**src/rtl/clefia_pkg.sv**
```systemverilog
// Shared widths and state type for the CLEFIA S-box inverse table block.
package clefia_pkg;

    localparam int BYTE_W     = 8;
    localparam int SBOX_DEPTH = 256;

    typedef enum logic [0:0] {
        ST_BUILD = 1'b0,
        ST_SERVE = 1'b1
    } sbox_inv_state_t;

endpackage

```
**src/rtl/sbox_ram_256x8.sv**
```systemverilog
// 256x8 inverse table: one write port, one registered read port.
module sbox_ram_256x8
    import clefia_pkg::*;
(
    input  logic              clk,
    input  logic              rst_n,
    input  logic              we,
    input  logic [BYTE_W-1:0] waddr,
    input  logic [BYTE_W-1:0] wdata,
    input  logic              re,
    input  logic [BYTE_W-1:0] raddr,
    output logic [BYTE_W-1:0] rdata
);

    logic [BYTE_W-1:0] mem_r [SBOX_DEPTH];
    logic [BYTE_W-1:0] rdata_r;

    // Table storage; every build rewrites all entries, so no reset here.
    always_ff @(posedge clk) begin
        if (we) begin
            mem_r[waddr] <= wdata;
        end
    end

    // Read register doubles as the lookup result and holds while re is low.
    always_ff @(posedge clk or negedge rst_n) begin
        if (!rst_n) begin
            rdata_r <= {BYTE_W{1'b0}};
        end else if (re) begin
            rdata_r <= mem_r[raddr];
        end else begin
            rdata_r <= rdata_r;
        end
    end

    assign rdata = rdata_r;

endmodule

```
**src/rtl/sbox1_inv.sv**
```systemverilog
// Builds the inverse of an external SBOX1 by sweeping it, then serves lookups.
module sbox1_inv
    import clefia_pkg::*;
#(
    parameter int unsigned CHECK_BIJ = 1
) (
    input  logic              clk,
    input  logic              rst_n,
    input  logic              rebuild,
    output logic [BYTE_W-1:0] s1_x,
    input  logic [BYTE_W-1:0] s1_y,
    output logic              init_done,
    output logic              dup_err,
    input  logic              in_valid,
    output logic              in_ready,
    input  logic [BYTE_W-1:0] in_data,
    output logic              out_valid,
    input  logic              out_ready,
    output logic [BYTE_W-1:0] out_data
);

    sbox_inv_state_t       state_r;
    logic [BYTE_W-1:0]     cnt_r;
    logic                  init_done_r;
    logic                  dup_err_r;
    logic                  out_valid_r;
    logic [SBOX_DEPTH-1:0] seen_r;

    logic build_s;
    logic rebuild_s;
    logic in_ready_s;
    logic accept_s;
    logic dup_hit_s;

    // Handshake and control decode; a rebuild in SERVE drops a coincident lookup.
    always_comb begin
        build_s    = (state_r == ST_BUILD);
        rebuild_s  = rebuild && (state_r == ST_SERVE);
        in_ready_s = init_done_r && (!out_valid_r || out_ready);
        accept_s   = in_valid && in_ready_s && !rebuild_s;
        dup_hit_s  = (CHECK_BIJ != 32'd0) && seen_r[s1_y];
    end

    // Build/serve FSM; cnt wraps to zero on leaving BUILD so s1_x idles at 0x00.
    always_ff @(posedge clk or negedge rst_n) begin
        if (!rst_n) begin
            state_r     <= ST_BUILD;
            cnt_r       <= 8'h00;
            init_done_r <= 1'b0;
            dup_err_r   <= 1'b0;
            out_valid_r <= 1'b0;
            seen_r      <= {SBOX_DEPTH{1'b0}};
        end else begin
            case (state_r)
                ST_BUILD: begin
                    seen_r[s1_y] <= 1'b1;
                    if (dup_hit_s) begin
                        dup_err_r <= 1'b1;
                    end
                    cnt_r <= cnt_r + 8'd1;
                    if (cnt_r == 8'hFF) begin
                        state_r <= ST_SERVE;
                    end
                end
                ST_SERVE: begin
                    if (rebuild_s) begin
                        state_r     <= ST_BUILD;
                        cnt_r       <= 8'h00;
                        init_done_r <= 1'b0;
                        dup_err_r   <= 1'b0;
                        out_valid_r <= 1'b0;
                        seen_r      <= {SBOX_DEPTH{1'b0}};
                    end else begin
                        init_done_r <= 1'b1;
                        if (accept_s) begin
                            out_valid_r <= 1'b1;
                        end else if (out_ready) begin
                            out_valid_r <= 1'b0;
                        end
                    end
                end
                default: begin
                    state_r     <= ST_BUILD;
                    cnt_r       <= 8'h00;
                    init_done_r <= 1'b0;
                    out_valid_r <= 1'b0;
                    seen_r      <= {SBOX_DEPTH{1'b0}};
                end
            endcase
        end
    end

    sbox_ram_256x8 u_ram (
        .clk   (clk),
        .rst_n (rst_n),
        .we    (build_s),
        .waddr (s1_y),
        .wdata (cnt_r),
        .re    (accept_s),
        .raddr (in_data),
        .rdata (out_data)
    );

    assign s1_x      = cnt_r;
    assign init_done = init_done_r;
    assign dup_err   = dup_err_r;
    assign in_ready  = in_ready_s;
    assign out_valid = out_valid_r;

endmodule

```
**config.mk**
```make
export PLATFORM = sky130hd
export DESIGN_NAME = sbox1_inv
export DESIGN_NICKNAME = d
export VERILOG_FILES = /design/src/rtl/clefia_pkg.sv /design/src/rtl/sbox_ram_256x8.sv /design/src/rtl/sbox1_inv.sv
export SDC_FILE = /design/constraint.sdc
export NUM_CORES = 2
export LEC_CHECK = 0
export BUFFER_PORTS_ARGS = -buffer_cell sky130_fd_sc_hd__buf_2
export CORE_MARGIN = 3
export CORE_UTILIZATION = 25
export DETAILED_ROUTE_END_ITERATION = 10
export PLACE_DENSITY = 0.4
export SETUP_SLACK_MARGIN = 0.02
export SLEW_MARGIN = 10
export SYNTH_ARGS = -nofsm -noshare
export SYNTH_HDL_FRONTEND = slang
export SYNTH_SLANG_ARGS = --single-unit
```
**constraint.sdc**
```tcl
create_clock -name clk -period 6.2 [get_ports clk]
set_input_delay 1.24 -clock clk [delete_from_list [all_inputs] [get_ports clk]]
set_output_delay 1.24 -clock clk [all_outputs]
set_load 0.05 [all_outputs]
```
==> impl_metrics.env <==
export IMPL_cts_buffers_inserted=273
export IMPL_yosysWarnings=0
export IMPL_final_area_sq_mm=0.107
export IMPL_worst_path_largest_cell_delay_ps=1090
export IMPL_run_status="finished, violations left"
export IMPL_antenna_found_initial=24
export IMPL_syn_num_nets=4548
export IMPL_postCtsSetupRepairBufs=0
export IMPL_cp_max_fo=56
export IMPL_rsz0062_at_grt="false"
export IMPL_power_frac_comb=0.100
export IMPL_cts_resized=0
export IMPL_r2r_slack_ps=2520
export IMPL_ys_flop_type="edfxtp_1"
export IMPL_violations="max-capacitance violations, max-slew violations"
export IMPL_synthCells=4526
export IMPL_critPathKind="input port to flip-flop"
export IMPL_min_period_ps=4660
export IMPL_skew_ps=50.2
export IMPL_tightest_slew_ps=1480
export IMPL_dp_hpwl_um=186000
export IMPL_hp_class="input port to async pin"
export IMPL_start_util=0.252
export IMPL_p_seq_frac=0.498
export IMPL_grt_overflow_total=0
export IMPL_io_pins=41
export IMPL_port_buffers=40
export IMPL_cts_tree="yes"
export IMPL_drive_gt1_frac=0.259
export IMPL_hold_buffers=0
export IMPL_cts_root_buffer="clkbuf_16"
export IMPL_cp_top_family="compound AO/OA/AOI/OAI gates"
export IMPL_via_count=46500
export IMPL_p_int_uw=29100
export IMPL_clkTransAtPathRegs_ps=60
export IMPL_ff2ff_path_depth=7
export IMPL_clockPowerShare=0.402
export IMPL_synth_edf_count=2048
export IMPL_cts_buffer_depth=4
export IMPL_required_ps=6950
export IMPL_num_nets_final=4850
export IMPL_setup_tns_ps=0
export IMPL_worst_path_most_repeated_cell="buf_4"
export IMPL_crit_buf_inv=3
export IMPL_firstDrtPassIters=5
export IMPL_clkLatencyLatePin_ps=870
export IMPL_slowest_stage="a211oi_1"
export IMPL_hold_violations=0
export IMPL_globalplace_congestion=0.800
export IMPL_synth_cell_types=62
export IMPL_drc_errors=0
export IMPL_critical_path_depth=9
export IMPL_grt_pass1_vias=48900
export IMPL_crit_chain="buf_8, buf_4, mux4_2, a211oi_1, a31oi_1, o21ai_0, nor4_1, buf_4, a221o_1"
export IMPL_core_area_sq_mm=0.360
export IMPL_drtIter0Drc=4333
export IMPL_endpoint_kind="flip-flop"
export IMPL_cp_arrival_ps=5410
export IMPL_die_area_sq_mm=0.370
export IMPL_yosysSeqAreaShare=0.753
export IMPL_drt_wirelength_per_cell_um=29.9
export IMPL_finalMaxSlewViolations=1
export IMPL_relSlewSlack=-0.0113
export IMPL_max_freq_ghz=0.215
export IMPL_die_w_um=609
export IMPL_ys_async_sr_fraction=0.119
export IMPL_period_share=0.752
export IMPL_setup_viol=0
export IMPL_vias_per_cell=4.73
export IMPL_setup_worst_path_start_class="input port"
export IMPL_avgSynthCellArea_sq_um=20.1
export IMPL_drtAntennaViolNets=0
export IMPL_grt_start_max_net_pins=182
export IMPL_fp_row_count=220
export IMPL_syn2layout_area_growth_pct=17.7
export IMPL_grt_use_total=0.156
export IMPL_power_density_mw_per_mm2=366
export IMPL_p_sw_frac=0.256
export IMPL_grt_pass1_wl_um=408000
export IMPL_die_h_um=609
export IMPL_p_sw_uw=10000
export IMPL_synth_seq_cells=2324
export IMPL_syn_area_sq_mm=0.0908
export IMPL_place_area_sq_mm=0.0980
export IMPL_ir_drop_mv=0.250
export IMPL_wirelength_um=294000
export IMPL_htreeDepth=5
export IMPL_power_leakage_uw=0.0365
export IMPL_drv_cap=1
export IMPL_clkSinkCount=2324
[metal layers]
metal	share of wire	GRT usage
met1	0.44	0.213
met2	0.49	0.257
met3	0.046	0.0212
met4	0.027	0.0449
met5	0	0
[per-stage QoR]
stage | total power [uW] | util | hold WS [ps] | cells | setup slack, ps
floorplan | 21900 | - | 441 | 4526 | 1090
global placement | 23800 | 0.272 | 450 | 9323 | 728
detailed placement | 23900 | 0.272 | 458 | 9324 | 820
CTS | 39800 | 0.296 | 399 | 9816 | 1780
global route | 40500 | 0.296 | 468 | 9822 | 1630
finish | 39100 | 0.297 | 429 | 9826 | 1540
[layout make-up]
class                      count  area [sq um]
multi-input combinational   1903         21000
clock buffer                 368          7560
tap                         4773          5970
inverter                      15          57.6
timing repair buffer         311          2570
antenna                        8          20.0
sequential                  2324         68400
fill                       35200        253000
clock inverter               124          1190
[worst reg2reg max path: cells and delay by family (launching register included)]
kind	cells	cell delay (ps)
flops	1	600
simple gates	3	1080
compound gates	3	1630
buf+inv	1	250
[final timing paths]
check | from | end
hold / removal | rst_n | seen_r[223]
setup / recovery | in_data[0] | u_ram.rdata[2]
hold reg to reg | seen_r[155] | seen_r[155]
max in group asynchronous | rst_n | seen_r[142]
min in group clk | seen_r[155] | seen_r[155]
setup reg to reg | state_r | u_ram.rdata[7]
[cell families after synthesis]
family | count (synthesis) | share of synthesized area
buffers and inverters | 299 | 0.0161
and+or+nand+nor | 597 | 0.0295
adders and majority gates | 1 | 0.000138
DFF | 2324 | 0.753
muxes | 712 | 0.153
xor gates and xnor gates | 2 | 0.000193
AOI/OAI and AO/OA | 591 | 0.0480
[state kept, by name, summed over array words and instances, names as in the netlist]
signal       flops
state_r          1
seen_r         256
dup_err          1
u_ram.rdata      8
s1_x             8
u_ram.mem_r   2048
out_valid        1
init_done        1
[synthesized netlist by cell type (5+ instances only)]
master,number,area share
a221oi_1,23,0.0022
or4_1,7,0.00058
nand2_1,112,0.0046
nor3_1,31,0.0017
o2111ai_1,8,0.00077
nand3b_1,5,0.00041
buf_6,16,0.0020
mux2_2,37,0.0046
o22ai_1,56,0.0039
a21o_1,256,0.021
o32ai_1,7,0.00068
a211oi_1,32,0.0026
a21oi_1,25,0.0014
mux4_2,525,0.13
and3_1,8,0.00055
o311ai_1,7,0.00068
nand4_1,17,0.0012
mux2i_1,143,0.016
o221ai_1,19,0.0018
o21bai_1,7,0.00058
nand3_1,48,0.0026
nand2b_1,15,0.0010
buf_1,21,0.00087
buf_2,58,0.0032
nor2_1,289,0.012
mux4_1,7,0.0020
a22o_1,16,0.0015
a22oi_1,86,0.0071
dfrtp_1,276,0.076
edfxtp_1,2048,0.68
nor2b_1,13,0.00090
buf_4,39,0.0032
clkbuf_1,150,0.0062
inv_1,13,0.00054
o21ai_0,24,0.0013
nor4_1,6,0.00041
or2_2,15,0.0010
and2_1,17,0.0012
[power groups by stage]
stage	Clock, uW	Combinational (uW)	Sequential, uW
3_3_place_gp	0	3940	19800
6_report	15700	3900	19500
2_1_floorplan	0	1150	20800
3_5_place_dp	0	4050	19800
4_1_cts	16200	4040	19500
5_1_grt	16800	4200	19500
[placed cells by master (no fill, tap or decap), drive strengths merged, types with 8 or more instances in the layout]
cell type,count
o2111ai,8
o22ai,56
a22oi,86
clkinv,96
nand3,48
bufinv,14
and3,8
or2,15
nor2b,13
mux4,532
a221oi,23
mux2,37
edfxtp,2048
diode,8
nand2,112
a211oi,32
inv,22
a21o,256
clkbuf,368
o21ai,24
a21oi,25
mux2i,143
dfrtp,276
nor2,289
a22o,16
nand4,17
buf,311
o221ai,19
nor3,31
nand2b,15
and2,18
Note: power is estimated with default switching activity, not from simulation.
